**src/rtl/mul_div_unit.sv**
```systemverilog
// Iterative signed/unsigned multiply-divide unit with HI/LO result registers.
// Latency WIDTH+2 edges (2 for divide-by-zero); define MULDIV_EARLY_OUT_EN to end MULT/MULTU early.
// No backpressure: start is ignored while busy, so callers must wait for done.
module mul_div_unit #(
   parameter int WIDTH = 32
) (
   input  logic             clk,
   input  logic             reset,
   input  logic             start,
   input  logic [1:0]       op,
   input  logic [WIDTH-1:0] a,
   input  logic [WIDTH-1:0] b,
   input  logic             mthi,
   input  logic             mtlo,
   input  logic [WIDTH-1:0] wdata,
   output logic             busy,
   output logic             done,
   output logic             divzero,
   output logic [WIDTH-1:0] hi,
   output logic [WIDTH-1:0] lo
);
   localparam int CW = $clog2(WIDTH);

   typedef enum logic [1:0] {IDLE = 2'd0, RUN = 2'd1, FIX = 2'd2} state_t;
   state_t state, state_nxt;

   logic               div_q, neg_res, neg_rem, dz_q;
   logic [CW-1:0]      cnt;
   logic [2*WIDTH-1:0] pacc;   // product, or {remainder, dividend/quotient}
   logic [2*WIDTH-1:0] mcand;  // shifting multiplicand; raw dividend for divide-by-zero
   logic [WIDTH-1:0]   opb;    // shifting multiplier, or fixed divisor magnitude

   logic               a_neg, b_neg, b_zero;
   logic [WIDTH-1:0]   a_mag, b_mag;
   logic [2*WIDTH-1:0] mul_sum, prod_fix;
   logic [WIDTH:0]     div_shift, div_diff;
   logic               div_ge;
   logic [WIDTH-1:0]   div_rem, quot_fix, rem_fix;
   logic               mul_last, last_iter, load, move_ok;

   always_comb begin
      a_neg     = ~op[0] & a[WIDTH-1];
      b_neg     = ~op[0] & b[WIDTH-1];
      a_mag     = a_neg ? -a : a;
      b_mag     = b_neg ? -b : b;
      b_zero    = (b == '0);
      mul_sum   = pacc + (opb[0] ? mcand : '0);
      // restoring step: the partial remainder is always below the divisor, so W+1 bits suffice
      div_shift = {pacc[2*WIDTH-1:WIDTH], pacc[WIDTH-1]};
      div_ge    = (div_shift >= {1'b0, opb});
      div_diff  = div_shift - {1'b0, opb};
      div_rem   = div_ge ? div_diff[WIDTH-1:0] : div_shift[WIDTH-1:0];
      prod_fix  = neg_res ? -pacc : pacc;
      quot_fix  = neg_res ? -pacc[WIDTH-1:0] : pacc[WIDTH-1:0];
      rem_fix   = neg_rem ? -pacc[2*WIDTH-1:WIDTH] : pacc[2*WIDTH-1:WIDTH];
   end

`ifdef MULDIV_EARLY_OUT_EN
   // stop once the multiplier bits still to be consumed are all zero
   assign mul_last = (cnt == CW'(WIDTH-1)) || (opb[WIDTH-1:1] == '0);
`else
   assign mul_last = (cnt == CW'(WIDTH-1));
`endif

   always_comb begin
      state_nxt = state;
      load      = 1'b0;
      move_ok   = 1'b0;
      last_iter = div_q ? (cnt == CW'(WIDTH-1)) : mul_last;
      case (state)
         IDLE: begin
            if (start) begin
               load      = 1'b1;
               state_nxt = (op[1] && b_zero) ? FIX : RUN;
            end else begin
               move_ok = 1'b1;
            end
         end
         RUN:     if (last_iter) state_nxt = FIX;
         FIX:     state_nxt = IDLE;
         default: state_nxt = IDLE;
      endcase
   end

   always_ff @(posedge clk or negedge reset) begin
      if (!reset) state <= IDLE;
      else        state <= state_nxt;
   end

   always_ff @(posedge clk or negedge reset) begin
      if (!reset) begin
         div_q   <= 1'b0;
         neg_res <= 1'b0;
         neg_rem <= 1'b0;
         dz_q    <= 1'b0;
         cnt     <= '0;
         pacc    <= '0;
         mcand   <= '0;
         opb     <= '0;
         busy    <= 1'b0;
         done    <= 1'b0;
         divzero <= 1'b0;
         hi      <= '0;
         lo      <= '0;
      end else begin
         busy    <= (state_nxt != IDLE);
         done    <= (state == FIX);
         divzero <= (state == FIX) && dz_q;
         if (load) begin
            div_q   <= op[1];
            neg_res <= a_neg ^ b_neg;
            neg_rem <= a_neg;
            dz_q    <= op[1] & b_zero;
            cnt     <= '0;
            opb     <= b_mag;
            if (op[1]) begin
               pacc  <= {{WIDTH{1'b0}}, a_mag};
               mcand <= {{WIDTH{1'b0}}, a};
            end else begin
               pacc  <= '0;
               mcand <= {{WIDTH{1'b0}}, a_mag};
            end
         end
         if (state == RUN) begin
            cnt <= cnt + CW'(1);
            if (div_q) begin
               pacc <= {div_rem, pacc[WIDTH-2:0], div_ge};
            end else begin
               pacc  <= mul_sum;
               mcand <= mcand << 1;
               opb   <= opb >> 1;
            end
         end
         if (state == FIX) begin
            if (dz_q) begin
               hi <= mcand[WIDTH-1:0];
               lo <= '1;
            end else if (div_q) begin
               hi <= rem_fix;
               lo <= quot_fix;
            end else begin
               hi <= prod_fix[2*WIDTH-1:WIDTH];
               lo <= prod_fix[WIDTH-1:0];
            end
         end
         if (move_ok && mthi) hi <= wdata;
         if (move_ok && mtlo) lo <= wdata;
      end
   end
endmodule

```
**config.mk**
```make
export PLATFORM = sky130hd
export DESIGN_NAME = mul_div_unit
export DESIGN_NICKNAME = d
export VERILOG_FILES = /design/src/rtl/mul_div_unit.sv
export SDC_FILE = /design/constraint.sdc
export NUM_CORES = 1
export LEC_CHECK = 0
export BUFFER_PORTS_ARGS = -buffer_cell sky130_fd_sc_hd__buf_2
export CAP_MARGIN = 20
export CORE_ASPECT_RATIO = 1.25
export CORE_MARGIN = 2
export CORE_UTILIZATION = 55
export DETAILED_ROUTE_END_ITERATION = 7
export PLACE_DENSITY = 0.77
export SLEW_MARGIN = 25
export SYNTH_ARGS = -nofsm -noshare
export SYNTH_HDL_FRONTEND = slang
export SYNTH_SLANG_ARGS = --single-unit
```
**constraint.sdc**
```tcl
create_clock -name clk -period 3.8 [get_ports clk]
set_input_delay 0.38 -clock clk [delete_from_list [all_inputs] [get_ports clk]]
set_output_delay 0.38 -clock clk [all_outputs]
set_load 0.1 [all_outputs]
```
* Word-level counts from Yosys, hierarchy flattened
Cells that the tools add are included.
W data, S select, Z words.
** Storage, ports and cells
- Logic and storage cells :: 77
- Register bits after elaboration :: 238
** Operators by class
- Reduce and logical (&&, ||, !) cells :: 10
- Order comparisons :: 1
- Eq/ne operators :: 3
- Bitwise operators :: 5
- Mux-type cells :: 36
- Add/sub/neg operators :: 8
** Operator list (count)
- $mux W32 :: 18
- $mux W64 :: 8
- $neg A32 Y32 :: 4
- $add A64 B64 Y64 :: 1
- $neg A64 Y64 :: 1
- $ge A33 B32 Y1 :: 1
- $logic_not A32 Y1 :: 1
- $sub A32 B32 Y32 :: 1
- $mux W5 :: 2
- $reduce_bool A2 Y1 :: 4
- $mux W2 :: 3
- $add A5 B1 Y5 const B :: 1
- $eq A5 B5 Y1 const B :: 1
- $logic_and A1 B1 Y1 :: 4
- $mux W1 :: 4
- $pmux W2 S2 :: 1
- $and A1 B1 Y1 :: 3
- $eq A2 B1 Y1 const B :: 1
- $eq A2 B2 Y1 const B :: 1
- $logic_not A2 Y1 :: 1
- $not A1 Y1 :: 1
- $xor A1 B1 Y1 :: 1

* Logic depth before layout (Yosys ltp)
Gate-level depths: netlist (run 1).
- Word-level depth :: 7
- Gate-level depth with buffers :: 15

* Least setup slack after synthesis (run 1)
OpenSTA, ideal clock, no wires.
- Kind :: reg2reg
- From :: register opb[0]
- To :: register pacc[52]
- Cell stages (with the launch flop) :: 15
- Required time :: 3.674 ns
- Data arrival time :: 3.416 ns
- Slack :: 0.258 ns
- Path through :: dfrtp_1 -> clkbuf_1 -> and2_1 -> ha_1 -> fa_1 -> a211oi_1 -> o21ai_0 -> a2111oi_0 -> o32ai_1 -> a21oi_1 -> o31a_1 -> nand2_1 -> xnor2_1 -> nor2_1 -> a221o_1
** On the way
- Word-level cells in the longest chain between the ends :: 4
- Elaborated cells between the ends (all ways) :: 7
** RTL lines
- start: declaration :: line 31 : logic [WIDTH-1:0] opb;
- start signal: assignment :: line 115 : opb <= b_mag;
- start signal: assignment :: line 131 : opb <= opb >> 1;
- $mux W64 (tied with other cells) :: line 47 : mul_sum = pacc + (opb[0] ? mcand : '0);
- $add A64 B64 Y64 or $mux W32 (tied branches) :: line 47, 52
- $mux W64 * :: line 126 : if (div_q) begin
- $mux W64 * :: line 124 : if (state == RUN) begin
- end signal: assignment :: line 117 : pacc <= {{WIDTH{1'b0}}, a_mag};
- end signal: assignment :: line 127 : pacc <= {div_rem, pacc[WIDTH-2:0], div_ge};
- end signal: assignment :: line 129 : pacc <= mul_sum;
- end: declaration :: line 29 : logic [2*WIDTH-1:0] pacc;
Mark *: on every way between the ends. The rest lies on a longest branch, timed or not.
A chain may end at the register's enable or synchronous reset.

* Final worst setup path (run 1)
- From :: register opb[0]
- To :: register pacc[35]
The elaborated chain is that of the path after synthesis.

==> results.cfg, run 1 <==
[sta]
timing.final.ws_setup_ns = -0.0367
fin_skew_ns = 0.0202
maxSlewViolCount = 0
fin_crit_sh = 1.01
fmaxAchievable_mhz = 261
fin_crit_ns = 3.84
holdWs_ns = 0.00992
setup_violations = 1
hold_viol_final = 0
rsz0062_at_grt = true
worstMarginPinSlew_ns = 1.05
maxSlewHeadroom = 0.298

[drt]
drt-initial-drc-count = 2318
via_per_inst = 6.58
finalWirelength_um = 81300
drc = 16
routedWlPerCell_um = 24.0
drtPass1Iterations = 8
dr_total_vias = 22273
ant_nets = 0

[die]
die_h_um = 218
num_rows = 78
die_w_um = 176
die_area_mm2 = 0.0384
io_pins = 170
core_area_mm2 = 0.0363
initial_core_util = 0.557

[clock_network]
cts_buffer_depth = 3
clk_pin_slew_ns = 0.06
worstSkewPairLatency_ns = 0.59
cts_tree = yes
clock_sinks = 238
numCtsBuffers = 28
htreeDepth = 1
clockRootBuffer = clkbuf_16

[global_route]
grt_pass1_vias = 21723
grt_max_degree = 102
grtUsageTotal = 0.417
grt_pass1_wl_um = 123000
grt.overflow.total = 0
antenna_found_initial = 3

[power_and_ir_drop]
p_leak_nw = 11.0
p_per_area_mw_per_mm2 = 1030
power.internal_mw = 11.3
p_seq_frac = 0.188
swShare = 0.549
power.combinational.fraction = 0.698
power_switching_mw = 13.8
clock_power_share = 0.113
vdd_drop_max_uv = 772

[logic_synthesis]
synth.cell_area_mm2 = 0.0202
synth_edf_count = 0
synthTopCellsByCount = o21ai_0, nand2_1, dfrtp_1, a21oi_1, nor2_1
async_flop_share = 1.00
synth_seq_cells = 238
ys.flop_type = dfrtp_1
syn_avg_cell_area_um2 = 7.87
synth_top_area_share = 0.294
synth.area.top_cells = dfrtp_1, o21ai_0, ha_1
yosysMostFrequentCell = o21ai_0
synth.largest_area_cell = dfrtp_1
synth_nets = 2778
syn_inst = 2572
ys_warn_count = 0
ys_seq_area_frac = 0.294
synth_cell_types = 87

[critical_path]
crit_fanout = 29
crit_required_ns = 4.24
crit_path_end_kind = flip-flop
crit_type = reg2reg
cp_data_arrival_time_ns = 4.28
crit_path_start_kind = flip-flop

[placed_design]
routabilityCongestion = 1.08
dp_hpwl_um = 62000
io_buffers = 169

[run_status]
outcome = finished, violations left
violations = DRC, setup timing

[cells_and_area]
finalNetCount = 3085
drive_gt1_frac = 0.194
post-route-util = 0.670
syn2layout_area_growth_pct = 20.2

[hold_path]
hp-class = in2reg

[run]
drv_cap = 0
-- kinds of logic (layout without fill, tap and decap cells) --
logic type / Yosys count / count (layout) / synth area share
muxes: 15 / 15 / 0.00773
AOI/OAI and AO/OA: 924 / 924 / 0.297
other: 0 / 4 / 0
buffers and inverters: 249 / 576 / 0.0464
and+or+nand+nor: 835 / 835 / 0.201
DFF: 238 / 238 / 0.294
xor gates and xnor gates: 208 / 208 / 0.0900
adders and majority gates: 103 / 103 / 0.0644
-- per-stage QoR --
step	power [mW]	TNS, ns	std cells	cell area, µm²	setup WS (ns)
finish	25.1	-0.0367	3383	24300	-0.0367
global route	26.4	-0.867	3379	24300	-0.131
CTS	24.6	0	3374	24200	0.0158
detailed placement	21.7	-0.156	3323	23200	-0.0924
global placement	21.4	0	3323	23200	0.0770
floorplan	15.8	0	2572	20200	0.258
-- cells in the final DEF (no fill, tap or decap), types with 9 or more instances in the layout --
| cell | count |
|---|---|
| xnor2_1 | 117 |
| a21oi_1 | 206 |
| buf_4 | 276 |
| dfrtp_1 | 238 |
| a221oi_1 | 25 |
| nor3_1 | 55 |
| buf_2 | 168 |
| nand2b_1 | 22 |
| o211ai_1 | 34 |
| a32oi_1 | 10 |
| o41ai_1 | 12 |
| nor2b_1 | 13 |
| xor2_1 | 91 |
| a31oi_1 | 29 |
| or3_1 | 45 |
| a21o_1 | 77 |
| nand4_1 | 29 |
| and3_1 | 12 |
| o21ai_0 | 267 |
| ha_1 | 98 |
| nand2_1 | 265 |
| o22ai_1 | 35 |
| nand3_1 | 46 |
| inv_1 | 74 |
| o31ai_1 | 19 |
| o21a_1 | 14 |
| clkbuf_16 | 29 |
| a221o_1 | 9 |
| a211oi_1 | 14 |
| nor2_1 | 190 |
| a22o_1 | 36 |
| a222oi_1 | 37 |
| a22oi_1 | 24 |
| nor4_1 | 20 |
| mux2i_1 | 10 |
| and2_1 | 79 |
-- critical path, cell delays in order (launching register included) --
cell and delay, ns:
dfrtp_1 0.40, buf_12 0.17, buf_6 0.18, ha_1 0.23, nor2b_1 0.12, o21ai_0 0.10, a21boi_0 0.36, o31ai_2 0.15
a21o_1 0.23, a211oi_1 0.74, nor3_4 0.16, buf_4 0.25, mux2_2 0.30, a22oi_1 0.18, o21ai_0 0.12
-- cell type report --
cell class	instances	area [µm²]
Sequential cell	238	5960
Timing Repair Buffer	451	3030
Antenna cell	4	10.0
Tap cell	480	601
Inverter	75	282
Multi-Input combinational cell	2085	13500
Clock inverter	14	143
Clock buffer	36	802
Fill cell	3109	12000
-- state kept, by name, summed over array words and instances (netlist names) --
signal	cells
mcand	64
pacc	64
hi	32
lo	32
opb	32
cnt	5
state	2
busy	1
div_q	1
divzero	1
done	1
dz_q	1
neg_rem	1
neg_res	1
-- power groups by stage --
stage	combinational [mW]	clock [mW]	sequential, mW
after floorplan	8.73	0	7.04
after global placement	16.7	0	4.67
after detailed placement	17.0	0	4.69
after CTS	17.1	2.86	4.66
after global routing	18.6	2.97	4.81
final	17.5	2.84	4.73
-- per-layer routing --
metal  GRT usage  vias to the layer above  part of all wire
met1       0.448                    10546              0.35
met3      0.0675                      386             0.072
met4       0.362                        2              0.10
li1            -                    10072                 -
met2       0.711                     1267              0.48
met5           0                        -           0.00016
-- final timing paths --
kind / cells past startpoint / to / slack [ns] / from
max in group asynchronous: 3 / pacc[61] / 2.47 / reset
min reg2reg: 2 / opb[16] / 0.49 / opb[17]
min in group asynchronous: 2 / mcand[16] / 0.42 / reset
max: 14 / pacc[35] / -0.04 / opb[0]
min: 3 / lo[3] / 0.01 / wdata[3]
max reg2reg: 14 / pacc[35] / -0.04 / opb[0]
-- timing repair --
item / 4_1_cts / 5_1_grt
cloned: 0 / 0
hold buffers: 1 / 0
pin swaps: 1 / 10
endpoints found under the setup margin: 5 / 28
endpoints found under the hold margin: 99 / 0
gates resized for setup: 4 / 23
setup buffers: 0 / 5
(Power assumes the default switching activity.)
==> run 2, diff against run 1 <==
--- a/config.mk
+++ b/config.mk
@@ -5,13 +5,15 @@
 export SDC_FILE = /design/constraint.sdc
 export NUM_CORES = 1
 export LEC_CHECK = 0
+export ABC_AREA = 1
 export BUFFER_PORTS_ARGS = -buffer_cell sky130_fd_sc_hd__buf_2
 export CAP_MARGIN = 20
 export CORE_ASPECT_RATIO = 1.25
 export CORE_MARGIN = 2
 export CORE_UTILIZATION = 55
+export CTS_BUF_LIST = sky130_fd_sc_hd__clkbuf_8 sky130_fd_sc_hd__clkbuf_16
 export DETAILED_ROUTE_END_ITERATION = 7
-export PLACE_DENSITY = 0.77
+export PLACE_DENSITY = 0.76
 export SLEW_MARGIN = 25
 export SYNTH_ARGS = -nofsm -noshare
 export SYNTH_HDL_FRONTEND = slang
==> run 2 against run 1 <==
Compared with the run above:
- the flow finishes with violations (DRC)
- via count rose by 32%
- routed wire length up 34%
- critical path depth grew 3
- setup slack better by 0.29 ns
- register-to-register slack better by 0.29 ns
- largest cell class unchanged
==> results.cfg, run 2 <==
[clock_network]
clock_sinks = 238
clockRootBuffer = clkbuf_16
worstSkewPairLatency_ns = 0.60
cts_tree = yes
clk_pin_slew_ns = 0.07
htreeDepth = 1
cts_buffer_depth = 3
numCtsBuffers = 28
post_cts_resized = 0

[die]
io_pins = 170
die_area_mm2 = 0.0468
num_rows = 86
die_w_um = 194
die_h_um = 241
initial_core_util = 0.559
core_area_mm2 = 0.0443

[sta]
fin_crit_ns = 3.54
maxSlewViolCount = 0
fin_skew_ns = 0.0291
maxSlewHeadroom = 0.335
hold_viol_final = 0
fin_crit_sh = 0.932
setup_violations = 0
fmaxAchievable_mhz = 282
rsz0062_at_grt = false
setup-tns-final_ns = 0
worstMarginPinSlew_ns = 0.997

[logic_synthesis]
synth_nets = 4500
synth_edf_count = 0
synthTopCellsByCount = nand2_1, inv_1, nor2_1, nand3_1, a21oi_1
syn_avg_cell_area_um2 = 5.77
synth.area.top_cells = dfrtp_1, nand2_1, inv_1
ys_warn_count = 0
synth.cell_area_mm2 = 0.0248
synth_top_area_share = 0.240
ys.flop_type = dfrtp_1
async_flop_share = 1.00
synth_seq_cells = 238
synth.largest_area_cell = dfrtp_1
ys_seq_area_frac = 0.240
yosysMostFrequentCell = nand2_1
syn_inst = 4294
synth_cell_types = 58

[global_route]
grt.overflow.total = 0
grt_pass1_vias = 27507
grt_pass1_wl_um = 162000
grtUsageTotal = 0.456
antenna_found_initial = 2
grt_max_degree = 137

[run_status]
violations = DRC
outcome = finished, violations left

[critical_path]
crit_path_start_kind = flip-flop
r2r_slack_ns = 0.26
crit_fanout = 22
crit_required_ns = 4.27
crit_type = reg2reg
cp_data_arrival_time_ns = 4.01
crit_path_end_kind = flip-flop

[drt]
routedWlPerCell_um = 21.7
drt-initial-drc-count = 2913
drc = 2
dr_total_vias = 29293
via_per_inst = 5.83
drtPass1Iterations = 8
finalWirelength_um = 109000
ant_nets = 0

[placed_design]
io_buffers = 169
dp_hpwl_um = 87200
routabilityCongestion = 1.12

[cells_and_area]
seqCellArea_mm2 = 0.00596
layout_common_cells = nand2_1, inv_1, nor2_1
reg.largest.list = mcand x64, pacc x64
final_common_cell = nand2_1
nFillCells = 4578
syn2layout_area_growth_pct = 10.2
finalNetCount = 4635
drive_gt1_frac = 0.0812
multi_input_area_mm2 = 0.0156

[run]
drv_cap = 0

[hold_path]
hp-class = in2reg
[run 2: cell count changes in the layout (fill, tap and decap cells not counted), sizes merged, moves of 93 or more]
cell / previous run / this run
nor2: 196 / 401
buf: 450 / 237
inv: 77 / 712
nand3: 47 / 348
xnor2: 117 / 24
nand2: 267 / 1486
[run 2: stage by stage]
stage | instances | hold WS, ns | instance area [µm²] | util | worst slack, ns
floorplan | 4294 | 0.0844 | 24800 | - | 1.24
global placement | 4970 | 0.437 | 26400 | 0.595 | 0.431
detailed placement | 4970 | 0.437 | 26400 | 0.595 | 0.434
CTS | 5020 | 0.0118 | 27300 | 0.616 | 0.409
global route | 5020 | 0.0393 | 27300 | 0.616 | 0.161
finish | 5021 | 0.0210 | 27300 | 0.616 | 0.258
[run 2: cells by family after synthesis]
logic type / Yosys count / share of synthesized area
flip-flops: 238 / 0.240
AO/OA/AOI/OAI: 665 / 0.154
AND/OR/NAND/NOR: 2367 / 0.394
XOR/XNOR: 80 / 0.0283
adder cells (fa/ha/maj): 103 / 0.0526
buffers and inverters: 841 / 0.130
[run 2: final timing paths]
path	start	end	depth (start not counted)
worst max register to register	opb[0]	pacc[20]	17
worst min-delay path	wdata[16]	hi[16]	3
worst max-delay path	opb[0]	pacc[20]	17
max in group asynchronous	reset	mcand[56]	3
min in group asynchronous	reset	mcand[2]	2
worst min register to register	hi[1]	hi[1]	2
[run 2: per-layer routing]
| metal | track usage | vias to the layer above | part of all wire |
|---|---|---|---|
| li1 | - | 13912 | - |
| met1 | 0.492 | 13259 | 0.35 |
| met2 | 0.755 | 1565 | 0.45 |
| met3 | 0.0746 | 553 | 0.085 |
| met4 | 0.455 | 4 | 0.12 |
| met5 | 0 | - | 0.00017 |
[run 2: worst max-delay path, stage by stage, from the launching register on]
cell and delay, ns:
dfrtp_2 0.58, nand2_1 0.12, inv_1 0.05, ha_1 0.27, fa_1 0.50, nand3_1 0.12, nand3_1 0.21, nand2_1 0.11
nand2_1 0.23, nand2_1 0.13, nand2_1 0.14, nand2_1 0.11, nand2_1 0.19, or2_2 0.33, nand3_1 0.08, nand3_1 0.12
nand2_1 0.08, inv_1 0.04
[run 2: layout make-up]
cell class	count	share of cell area
diodes	1	0.0000916
clock buffers	33	0.0286
clock inverters	16	0.00550
inverters	708	0.0973
multi-input cells	3215	0.572
flip-flops and latches	238	0.218
well taps	572	0.0262
repair buffers	238	0.0522
[run 2: timing repair]
| action | 4_1_cts | 5_1_grt |
|---|---|---|
| buffers inserted | 0 | 0 |
| hold buffers | 1 | 0 |
| endpoints found under the hold margin | 85 | 0 |
| endpoints found under the setup margin | 0 | 0 |
Power of run 2 is not shown: default switching activity piles up to over one toggle a cycle in this logic, so the estimate is an artifact.
